$ cat src/rtl/uart_pkg.sv
// uart_pkg: shared types and helpers for the buffered UART transmitter.
// Holds the transmit FSM state encoding and the baud divisor calculation.
package uart_pkg;

  typedef enum logic [1:0] {
    TX_IDLE,
    TX_START,
    TX_DATA,
    TX_STOP
  } tx_state_t;

  // Clock cycles per bit, rounded to the nearest integer.
  function automatic int baud_divisor(input int clk_freq, input int baud);
    return (clk_freq + baud / 2) / baud;
  endfunction

endpackage

$ cat src/rtl/uart_tx_if.sv
// uart_tx_if: byte-write bus between the store path (master) and the
// UART transmitter (slave), including the FIFO status flags.
interface uart_tx_if #(
  parameter int DEPTH = 16
);
  localparam int CW = $clog2(DEPTH) + 1;

  logic          WE;
  logic [7:0]    WD;
  logic          full;
  logic          empty;
  logic [CW-1:0] count;
  logic          busy;

  modport master (
    output WE,
    output WD,
    input  full,
    input  empty,
    input  count,
    input  busy
  );

  modport slave (
    input  WE,
    input  WD,
    output full,
    output empty,
    output count,
    output busy
  );

endinterface

$ cat src/rtl/uart_fifo.sv
// uart_fifo: synchronous FIFO with one extra pointer bit so that full and
// empty are told apart without a separate occupancy register.
module uart_fifo #(
  parameter int WIDTH = 8,
  parameter int DEPTH = 16
) (
  input  logic                   CLK,
  input  logic                   RST,
  input  logic                   push,
  input  logic                   pop,
  input  logic [WIDTH-1:0]       din,
  output logic [WIDTH-1:0]       dout,
  output logic                   full,
  output logic                   empty,
  output logic [$clog2(DEPTH):0] count
);

  localparam int AW = $clog2(DEPTH);
  localparam int CW = AW + 1;

  logic [WIDTH-1:0] mem [DEPTH];
  logic [CW-1:0]    wr_ptr;
  logic [CW-1:0]    rd_ptr;
  logic             do_push;
  logic             do_pop;

  // A push while full is dropped; a pop while empty is ignored.
  assign do_push = push && !full;
  assign do_pop  = pop && !empty;

  assign count = wr_ptr - rd_ptr;
  assign empty = (wr_ptr == rd_ptr);
  assign full  = (wr_ptr[AW-1:0] == rd_ptr[AW-1:0]) && (wr_ptr[AW] != rd_ptr[AW]);
  assign dout  = mem[rd_ptr[AW-1:0]];

  // Pointer update; both may advance in the same cycle.
  always_ff @(posedge CLK) begin
    if (RST) begin
      wr_ptr <= '0;
      rd_ptr <= '0;
    end else begin
      if (do_push) wr_ptr <= wr_ptr + CW'(1);
      if (do_pop)  rd_ptr <= rd_ptr + CW'(1);
    end
  end

  // Storage write; contents need no reset because the pointers gate them.
  always_ff @(posedge CLK) begin
    if (do_push) mem[wr_ptr[AW-1:0]] <= din;
  end

endmodule

$ cat src/rtl/uart_tx.sv
// uart_tx: buffered 8N1 transmitter. Bytes are queued in a small FIFO and
// serialized LSB first with one start and one stop bit at a fixed rate.
module uart_tx
  import uart_pkg::*;
#(
  parameter int CLK_FREQ = 50_000_000,
  parameter int BAUD     = 115200,
  parameter int DEPTH    = 16
) (
  input  logic           CLK,
  input  logic           RST,
  uart_tx_if.slave       bus,
  output logic           uartTxPin
);

  localparam int DIVISOR = baud_divisor(CLK_FREQ, BAUD);
  localparam int CW      = $clog2(DEPTH) + 1;
  localparam int CNT_W   = $clog2(DIVISOR);
  localparam logic [CNT_W-1:0] RELOAD = CNT_W'(DIVISOR - 1);

  tx_state_t        state_q, state_d;
  logic [CNT_W-1:0] cnt_q, cnt_d;
  logic [2:0]       bit_q, bit_d;
  logic [7:0]       shift_q, shift_d;
  logic             pin_d;
  logic             pop;
  logic             bit_done;

  logic             fifo_full;
  logic             fifo_empty;
  logic [CW-1:0]    fifo_count;
  logic [7:0]       fifo_dout;

  uart_fifo #(
    .WIDTH (8),
    .DEPTH (DEPTH)
  ) u_fifo (
    .CLK   (CLK),
    .RST   (RST),
    .push  (bus.WE),
    .pop   (pop),
    .din   (bus.WD),
    .dout  (fifo_dout),
    .full  (fifo_full),
    .empty (fifo_empty),
    .count (fifo_count)
  );

  assign bus.full  = fifo_full;
  assign bus.empty = fifo_empty;
  assign bus.count = fifo_count;
  assign bus.busy  = (state_q != TX_IDLE) || !fifo_empty;

  assign bit_done = (cnt_q == '0);

  // Next-state logic: bit timing, shifting and FIFO pops at frame starts.
  always_comb begin
    state_d = state_q;
    cnt_d   = cnt_q;
    bit_d   = bit_q;
    shift_d = shift_q;
    pop     = 1'b0;
    case (state_q)
      TX_IDLE: begin
        if (!fifo_empty) begin
          pop     = 1'b1;
          shift_d = fifo_dout;
          cnt_d   = RELOAD;
          state_d = TX_START;
        end
      end
      TX_START: begin
        if (bit_done) begin
          cnt_d   = RELOAD;
          bit_d   = 3'd0;
          state_d = TX_DATA;
        end else begin
          cnt_d = cnt_q - CNT_W'(1);
        end
      end
      TX_DATA: begin
        if (bit_done) begin
          cnt_d   = RELOAD;
          shift_d = {1'b0, shift_q[7:1]};
          if (bit_q == 3'd7) begin
            state_d = TX_STOP;
          end else begin
            bit_d = bit_q + 3'd1;
          end
        end else begin
          cnt_d = cnt_q - CNT_W'(1);
        end
      end
      TX_STOP: begin
        if (bit_done) begin
          if (!fifo_empty) begin
            pop     = 1'b1;
            shift_d = fifo_dout;
            cnt_d   = RELOAD;
            state_d = TX_START;
          end else begin
            state_d = TX_IDLE;
          end
        end else begin
          cnt_d = cnt_q - CNT_W'(1);
        end
      end
      default: begin
        state_d = TX_IDLE;
      end
    endcase
  end

  // Line level for the coming cycle, derived from the next state so the pin
  // can be a plain register with no glitches.
  always_comb begin
    pin_d = 1'b1;
    case (state_d)
      TX_IDLE:  pin_d = 1'b1;
      TX_START: pin_d = 1'b0;
      TX_DATA:  pin_d = shift_d[0];
      TX_STOP:  pin_d = 1'b1;
      default:  pin_d = 1'b1;
    endcase
  end

  // State register; reset abandons any frame and parks the line high.
  always_ff @(posedge CLK) begin
    if (RST) begin
      state_q   <= TX_IDLE;
      cnt_q     <= '0;
      bit_q     <= 3'd0;
      shift_q   <= 8'd0;
      uartTxPin <= 1'b1;
    end else begin
      state_q   <= state_d;
      cnt_q     <= cnt_d;
      bit_q     <= bit_d;
      shift_q   <= shift_d;
      uartTxPin <= pin_d;
    end
  end

endmodule
$ cat src/flat_wrapper.sv
// flat-port wrapper written by rule: the top's interface ports become plain ports
module uart_tx_flat import uart_pkg::*;
#(
  parameter int CLK_FREQ = 50_000_000,
  parameter int BAUD     = 115200,
  parameter int DEPTH    = 16
)
  (CLK, RST, uartTxPin, bus_WE, bus_WD, bus_full, bus_empty, bus_count, bus_busy);
  uart_tx_if #(.DEPTH(DEPTH)) bus_i ();
  input  logic CLK;
  input  logic RST;
  output logic uartTxPin;
  input wire logic [$bits(bus_i.WE)-1:0] bus_WE;
  input wire logic [$bits(bus_i.WD)-1:0] bus_WD;
  output wire logic [$bits(bus_i.full)-1:0] bus_full;
  output wire logic [$bits(bus_i.empty)-1:0] bus_empty;
  output wire logic [$bits(bus_i.count)-1:0] bus_count;
  output wire logic [$bits(bus_i.busy)-1:0] bus_busy;
  assign bus_i.WE = bus_WE;
  assign bus_i.WD = bus_WD;
  assign bus_full = bus_i.full;
  assign bus_empty = bus_i.empty;
  assign bus_count = bus_i.count;
  assign bus_busy = bus_i.busy;
  uart_tx #(.CLK_FREQ(CLK_FREQ), .BAUD(BAUD), .DEPTH(DEPTH)) u_core (.CLK(CLK), .RST(RST), .bus(bus_i), .uartTxPin(uartTxPin));
endmodule
$ cat config.mk
export PLATFORM = sky130hd
export DESIGN_NAME = uart_tx_flat
export DESIGN_NICKNAME = d
export VERILOG_FILES = /design/src/rtl/uart_pkg.sv /design/src/rtl/uart_tx_if.sv /design/src/rtl/uart_fifo.sv /design/src/rtl/uart_tx.sv /design/src/flat_wrapper.sv
export SDC_FILE = /design/constraint.sdc
export NUM_CORES = 1
export LEC_CHECK = 0
export ABC_AREA = 1
export CAP_MARGIN = 15
export CORE_ASPECT_RATIO = 0.75
export CORE_UTILIZATION = 30
export DETAILED_ROUTE_END_ITERATION = 10
export SETUP_SLACK_MARGIN = 0.4
export SLEW_MARGIN = 20
export SYNTH_ARGS = -nofsm -noshare
export SYNTH_HDL_FRONTEND = slang
export SYNTH_SLANG_ARGS = --single-unit
$ cat constraint.sdc
create_clock -name CLK -period 3.4 [get_ports CLK]
set_clock_uncertainty 0.2 [all_clocks]
set_input_delay 0.51 -clock CLK [delete_from_list [all_inputs] [get_ports CLK]]
set_output_delay 0.51 -clock CLK [all_outputs]
set_load 0.05 [all_outputs]
==> metrics.csv, run 1 <==
metric,value,unit
drtIter0Drc,465,
r2r.worst_path.cells,10,
antenna_left,0,
ys_seq_elements,165,
rsz0062_at_grt,no,
critPathCapture,bus_count[1],
yosys_warnings,0,
powerDensity,821,mW/mm²
cp-end-kind,output pin,
cts.path.max_buffers,2,
synthArstFlopShare,0,%
ff2ff_setup_slack,0.90,ns
reg2reg_from,u_core.u_fifo.wr_ptr[0],
die_x,184,µm
relSlewSlack,28.0,%
start_util,30.8,%
port_buffers,19,
synth_edf_count,128,
finalSetupViolCount,0,
track_usage,14.1,%
final_common_cell,edfxtp_1,
netlist_area,0.00744,mm²
ir_drop,583,µV
gp_congestion,0.823,
yosysSeqAreaShare,61.7,%
crit_required,2.69,ns
slew_viol_final,0,
drc_errors,0,
synthFlopType,edfxtp_1,
cpMostUsedCell,inv_1,
hpwl,10800,µm
syn_inst,720,
drive_gt1_share,11.4,%
post-cts-setup-buffer-count,0,
dpl_cell_area,0.00804,mm²
crit_start,u_core.u_fifo.wr_ptr[0],
htreeDepth,4,
critical_path.top_delay_family,adder cells,
clk_latency,0.42,ns
root_buffer,clkbuf_16,
die-area,0.0254,mm²
clock-sinks,165,
max_freq,343,MHz
grt_max_degree,65,
viasPerCell,4.73,
status,"complete, no violations",
fin_crit,2.91,ns
p_leak,3.09,nW
slowest_delay,0.49,ns
tightest_slew,1.08,ns
holdWs,0.269,ns
grt_pass1_vias,4998,
antennaDiodeCount,0,
synth_fp_nets,752,
row_count,49,
start_kind,flop,
core,0.0242,mm²
final_cell_mix,"edfxtp_1 (128), nor2_1 (122), nand2_1 (85)",
grt_pass1_wl,27400,µm
area_growth,15.1,%
setup_tns,0,ns
avgSynthCellArea,10.3,µm²
cp.depth,5,
gr-total-overflow,0,
crit_buf_inv,3,
crit_path_top_delay_cell,clkdlybuf4s15_1,
synth_cell_type_count,36,
post-route-period-util,85.6,%
drv_cap,0,
fin_area,0.00856,mm²
path_class,flop to output pin,
antenna_found_initial,0,
die_y,138,µm
io-pin-count,20,
drt_first_pass_iters,5,
crit_chain,inv_1 > ha_1 > fa_1 > inv_1 > clkdlybuf4s15_1,
routed_wl,17000,µm
vias,5169,
hp-class,flop to flop,
reg2reg_to,u_core.u_fifo.mem[3][1],
final_hold_viol_count,0,
cts_buffers,17,
cp_max_fo,6,
nets,781,
critPathArrivalTime,2.20,ns
wl_per_cell,15.6,µm
clk_pin_slew,0.06,ns
cts_tree,done,
## layout make-up
| class | count | area (µm²) |
|---|---|---|
| Fill cell | 2400 | 15600 |
| Timing Repair Buffer | 40 | 342 |
| Tap cell | 331 | 414 |
| Clock inverter | 14 | 88.8 |
| Inverter | 69 | 267 |
| Sequential cell | 165 | 4590 |
| Clock buffer | 18 | 429 |
| Multi-Input combinational cell | 456 | 2430 |
## flip-flops by register name, summed over array words and instances (netlist names), named ones only
name and flops:
u_core.shift_q 8, u_core.u_fifo.mem 128, u_core.u_fifo.wr_ptr 5, u_core.uartTxPin 1, u_core.bit_q 3, u_core.state_q 2
u_core.cnt_q 9, u_core.u_fifo.rd_ptr 5
## power breakdown
part	switching, W	internal (W)
clock network	0.000785	0.000922
registers	0.000111	0.00232
logic	0.00201	0.000879
total	0.00291	0.00412
## routing by layer
layer	share of wire [%]	track usage (%)	wire length, µm
met5	0	0	0
met4	1.4	4.30	245
met3	4.6	3.06	779
met2	42	19.7	7140
met1	52	21.4	8890
## worst min-delay path by stage
| stage | end | slack (ns) | depth (start not counted) | startpoint |
|---|---|---|---|---|
| after CTS | u_core.bit_q[1] | 0.27 | 2 | u_core.bit_q[1] |
| after detailed placement | u_core.bit_q[1] | 0.26 | 2 | u_core.bit_q[1] |
| after global routing | u_core.shift_q[1] | 0.30 | 2 | u_core.shift_q[1] |
| after floorplan | u_core.bit_q[1] | 0.25 | 2 | u_core.bit_q[1] |
| final | u_core.bit_q[2] | 0.27 | 2 | u_core.bit_q[2] |
| after global placement | u_core.bit_q[1] | 0.26 | 2 | u_core.bit_q[1] |
## worst reg2reg max path, delay by kind of cell (launching register included)
kind                       cells  cell delay [ns]
and+or+nand+nor                5             0.53
buffers and inverters          3             0.46
DFF                            1             0.42
adders and majority gates      1             0.31
AOI/OAI and AO/OA              1             0.28
## stage by stage
step	power (W)	utilization (%)	std cells	setup slack, ns
finish	0.00703	35.4	1093	0.489
CTS	0.00705	35.4	1093	0.368
global placement	0.00534	33.3	1061	0.534
floorplan	0.00465	-	720	0.634
global route	0.00750	35.4	1093	0.403
detailed placement	0.00536	33.3	1061	0.518
## Yosys cell counts (2+ instances only)
library cell | number | area (µm²)
nand3_1 | 51 | 255
inv_4 | 2 | 12.5
nor2_1 | 122 | 458
buf_6 | 2 | 22.5
a21oi_2 | 6 | 52.6
nor2_2 | 3 | 18.8
nor2_4 | 4 | 45.0
dfxtp_1 | 37 | 741
edfxtp_1 | 128 | 3840
buf_2 | 10 | 50.1
o21ai_1 | 6 | 30.0
clkbuf_1 | 13 | 48.8
o21ai_0 | 71 | 355
xor2_1 | 5 | 43.8
o211ai_1 | 3 | 22.5
buf_4 | 5 | 37.5
a31oi_1 | 2 | 12.5
nand2_4 | 2 | 22.5
nor3_1 | 6 | 30.0
inv_1 | 63 | 236
nand2_2 | 3 | 18.8
o221ai_1 | 21 | 184
nand3_2 | 4 | 40.0
inv_2 | 4 | 15.0
ha_1 | 20 | 250
a21oi_1 | 32 | 160
nand2_1 | 85 | 319
xnor2_1 | 2 | 17.5
## cell families (layout without fill, tap and decap cells)
kind of cell	after synthesis	after routing	share of synthesized area, %
AOI/OAI and AO/OA	146	146	11.7
buffers and inverters	99	141	5.69
xor gates and xnor gates	7	7	0.825
and+or+nand+nor	282	282	16.5
adders and majority gates	21	21	3.63
DFF	165	165	61.7
## repair_timing
action                                  CTS  global route
hold buffers                              0             0
pin swaps                                 0             0
gates resized for setup                   8            10
endpoints found under the setup margin    6             6
No activity file was read; power rests on OpenSTA's default activity.
==> run 2: changes to the inputs <==
Settings changed: CORE_ASPECT_RATIO 0.75 to unset, SYNTH_HIERARCHICAL set to 1.
Clock period 3.4 ns to 3.2 ns, I/O delays scaled along.
==> metrics.csv, run 2 <==
metric,value,unit
routed_wl,17800,µm
row_count,59,
viasPerCell,4.56,
ys_seq_elements,165,
grt_pass1_wl,28500,µm
hold_depth,2,
crit_required,2.52,ns
slew_viol_final,0,
final_hold_viol_count,0,
synth_top_area_share,47.9,%
ff2ff_setup_slack,0.61,ns
port_buffers,19,
drc_errors,0,
clk_pin_slew,0.07,ns
antenna_found_initial,0,
holdWs,0.272,ns
core,0.0261,mm²
htreeDepth,4,
die-area,0.0274,mm²
powerDensity,734,mW/mm²
rsz0062_at_grt,yes,
switching_share,36.6,%
clk_latency,0.42,ns
final_common_cell,nand2_1,
ir_drop,390,µV
gp_congestion,0.860,
register_area,0.00459,mm²
yosys_warnings,6,
cp_max_fo,6,
clock_power_share,32.0,%
multi_input_area,0.00274,mm²
synth_most_common_cell,nand2_1,
synth_top_cell_by_area,edfxtp_1,
min_from,u_core/bit_q[1],
tightest_slew,0.711,ns
vias,5757,
p_sw,0.00252,W
hp-class,flop to flop,
synth_fp_nets,913,
hold_path_end,u_core/bit_q[1],
p_seq_share,37.4,%
fin_crit,2.67,ns
synth_cell_type_count,37,
start_util,30.7,%
antenna_left,0,
path_class,flop to output pin,
drt_first_pass_iters,5,
cts_hold_buf,0,
synth.area.top_cells,"edfxtp_1 (48%), nand2_1 (11%), dfxtp_1 (9.2%)",
drtIter0Drc,436,
relSlewSlack,52.4,%
hpwl,11700,µm
netlist_area,0.00803,mm²
nets,946,
critPathArrivalTime,1.99,ns
status,"complete, no violations",
largest_reg_flops,128,
post-route-period-util,83.3,%
io-pin-count,20,
wl_per_cell,14.1,µm
max_freq,375,MHz
cts.path.max_buffers,2,
r2r.worst_path.cells,15,
start_kind,flop,
finalSetupViolCount,0,
grt_max_degree,65,
antennaDiodeCount,0,
intPower,0.00436,W
track_usage,13.7,%
reg2reg_from,u_core/u_fifo/wr_ptr[3],
synth_edf_count,128,
cts_tree,done,
drive_gt1_share,12.3,%
p_leak,3.95,nW
synthArstFlopShare,0,%
avgSynthCellArea,9.10,µm²
die_x,166,µm
reg2reg_to,u_core/uartTxPin,
die_y,166,µm
final_cell_mix,"nand2_1 (241), inv_1 (132), edfxtp_1 (128)",
clock-sinks,165,
gr-total-overflow,0,
synthFlopType,edfxtp_1,
drv_cap,0,
setup_tns,0,ns
yosysSeqAreaShare,57.1,%
grt_pass1_vias,5486,
cp-end-kind,output pin,
syn_inst,882,
yosys-top-cells-count,"nand2_1 (242), inv_1 (134), edfxtp_1 (128)",
cts_buffers,17,
root_buffer,clkbuf_16,
area_growth,16.7,%
fill_cells,2674,
combPwrFrac,30.6,%
## run 2: worst max-delay path by stage
stage                       end                     from  cells after the start
2_1_floorplan  u_core/uartTxPin  u_core/u_fifo/rd_ptr[2]                     16
3_3_place_gp           bus_full  u_core/u_fifo/rd_ptr[2]                      7
3_5_place_dp           bus_full  u_core/u_fifo/rd_ptr[2]                      7
4_1_cts            bus_count[2]  u_core/u_fifo/wr_ptr[0]                      6
5_1_grt            bus_count[4]  u_core/u_fifo/wr_ptr[0]                      8
6_report           bus_count[2]  u_core/u_fifo/wr_ptr[0]                      6
## run 2: kinds of logic after synthesis
logic type               after synthesis  share of synthesized area [%]
AO/OA/AOI/OAI                         63                           4.29
XOR/XNOR                               7                          0.764
adder cells (fa/ha/maj)               20                           3.21
buffers and inverters                178                           8.85
flip-flops                           165                           57.1
multiplexers                           6                          0.748
AND/OR/NAND/NOR                      443                           25.0
## run 2: worst max-delay path, stage by stage, from the launching register on
cell	delay (ns)
dfxtp_2	0.35
inv_2	0.08
ha_1	0.14
inv_1	0.05
fa_1	0.40
xor2_1	0.15
clkdlybuf4s15_2	0.39
## run 2: what timing repair did
item | in CTS | in global routing
setup endpoints to repair | 7 | 11
endpoints found under the hold margin | 0 | 0
resized for setup | 15 | 6
setup buffers | 1 | 0
## run 2: stage by stage
stage | power [W] | instances | instance area (µm²) | setup WS, ns | utilization [%]
final | 0.00688 | 1263 | 9370 | 0.535 | 35.9
after global routing | 0.00727 | 1263 | 9370 | 0.378 | 35.9
after CTS | 0.00692 | 1263 | 9370 | 0.431 | 35.9
after floorplan | 0.00417 | 882 | 8040 | 0.420 | -
after detailed placement | 0.00471 | 1230 | 8710 | 0.424 | 33.3
after global placement | 0.00470 | 1230 | 8710 | 0.454 | 33.3
## run 2: power groups by stage
stage,Clock [W],Sequential [W],Combinational (W)
global route,0.00232,0.00260,0.00235
finish,0.00220,0.00257,0.00211
detailed placement,0,0.00262,0.00209
global placement,0,0.00262,0.00208
CTS,0.00224,0.00257,0.00211
floorplan,0,0.00261,0.00156
## run 2: final cells by class
class | instances | area share, %
inverter | 146 | 5.97
multi-input combinational | 539 | 29.2
timing repair buffer | 46 | 4.35
clock buffer | 17 | 4.54
tap | 335 | 4.47
sequential | 165 | 49.0
clock inverter | 15 | 2.42
## run 2: routing by layer
metal / global-route usage [%] / routed length, µm / vias up
li1: - / - / 2932
met1: 17.0 / 8040 / 2691
met2: 23.0 / 8700 / 113
met3: 3.35 / 740 / 21
met4: 4.63 / 348 / 0
met5: 0 / 0 / -
==> run 3: changes to the inputs <==
Clock period 3.2 ns to 2.6 ns, I/O delays scaled along.
==> metrics.csv, run 3 (synthesized netlist as in run 2, its figures left out) <==
metric,value,unit
gr-total-overflow,0,
cp_max_fo,2,
final_cell_mix,"nand2_1 (235), edfxtp_1 (128), inv_1 (126)",
drt_first_pass_iters,5,
grt_pass1_vias,5586,
hold_path_end,u_core/bit_q[1],
viasPerCell,4.55,
p_leak,4.13,nW
row_count,59,
wl_per_cell,13.8,µm
core,0.0261,mm²
reg2reg_from,u_core/u_fifo/rd_ptr[1],
path_class,flop to output pin,
die-area,0.0274,mm²
slowest_delay,0.36,ns
critical_path.top_delay_family,adder cells,
area_growth,22.5,%
dp_slack,0.251,ns
fill_cells,2585,
crit_path_top_delay_cell,fa_2,
hpwl,11700,µm
crit_start,u_core/u_fifo/wr_ptr[0],
cts_buffers,17,
antenna_left,0,
fin_cells,1291,
track_usage,14.0,%
hp-class,flop to flop,
antennaDiodeCount,0,
setup_slack,0.192,ns
status,"complete, no violations",
clk_latency,0.43,ns
drv_cap,0,
finalSetupViolCount,0,
grt_pass1_wl,29000,µm
hold_depth,2,
multi_input_area,0.00292,mm²
slew_viol_final,0,
max_freq,415,MHz
fin_crit,2.41,ns
crit_buf_inv,3,
vias,5873,
cts_hold_buf,0,
holdWs,0.273,ns
start_kind,flop,
antenna_found_initial,0,
ir_drop,443,µV
htreeDepth,4,
powerDensity,879,mW/mm²
final_hold_viol_count,0,
largest_reg_flops,128,
grt_max_degree,34,
final_common_cell,nand2_1,
r2r.worst_path.cells,13,
nets,974,
cp-end-kind,output pin,
tightest_slew,0.644,ns
cts_tree,done,
post-route-period-util,92.6,%
crit_chain,inv_4 > ha_4 > inv_2 > fa_2 > nand3_2 > nand2_4 > xor2_4 > buf_12,
clock-sinks,165,
die_y,166,µm
gp_congestion,0.832,
drive_gt1_share,18.5,%
ff2ff_setup_slack,0.32,ns
port_buffers,19,
setup_tns,0,ns
drc_errors,0,
min_from,u_core/bit_q[1],
io-pin-count,20,
routed_wl,17800,µm
critPathArrivalTime,1.82,ns
cts.path.max_buffers,2,
relSlewSlack,56.9,%
dpl.cell_count,1242,
root_buffer,clkbuf_16,
rsz0062_at_grt,yes,
clk_pin_slew,0.07,ns
drtIter0Drc,362,
start_util,30.7,%
die_x,166,µm
crit_required,2.01,ns
reg2reg_to,u_core/u_fifo/mem[10][7],
register_area,0.00461,mm²
-- run 3: repair_timing --
action,CTS,global route
pin swaps,11,6
setup endpoints to repair,24,23
resized for setup,23,16
setup buffers,12,5
gates cloned,0,0
-- run 3: worst max-delay path by stage --
stage                     cells after the start  slack, ns                to
final                                         8       0.19      bus_count[4]
after global routing                          8       0.11      bus_count[4]
after CTS                                     8       0.16      bus_count[4]
after detailed placement                     15       0.25  u_core/uartTxPin
after global placement                       15       0.27  u_core/uartTxPin
after floorplan                              16       0.08  u_core/uartTxPin
-- run 3: tightest hold or removal path, stage by stage (launching register included) --
cell and delay, ns:
dfxtp_1 0.32, nand2_1 0.06, a21oi_1 0.05
-- run 3: final cells by class --
type,count,share of cell area [%]
clock buffer,17,4.33
inverter,146,5.77
timing repair buffer,74,7.22
multi-input combinational,539,29.7
clock inverter,15,1.82
tap,335,4.26
sequential,165,46.9
-- run 3: per-layer routing --
metal  routed length (µm)  vias to the layer above  global-route usage, %
met5                    0                        -                      0
met1                 8070                     2762                   18.0
met4                  314                        0                   5.08
met2                 8800                      104                   23.2
met3                  671                       30                   2.67
li1                     -                     2977                      -
-- run 3: power breakdown --
part           internal [W]  switching, W
combinational       0.00112       0.00182
sequential          0.00301      0.000164
clock               0.00138       0.00116
total               0.00551       0.00314
-- run 3: metrics by stage --
step | instance area, µm² | total power [W] | util (%)
global route | 9830 | 0.00916 | 37.6
global placement | 8980 | 0.00595 | 34.4
floorplan | 8200 | 0.00526 | -
finish | 9830 | 0.00864 | 37.6
CTS | 9740 | 0.00860 | 37.3
detailed placement | 8980 | 0.00596 | 34.4
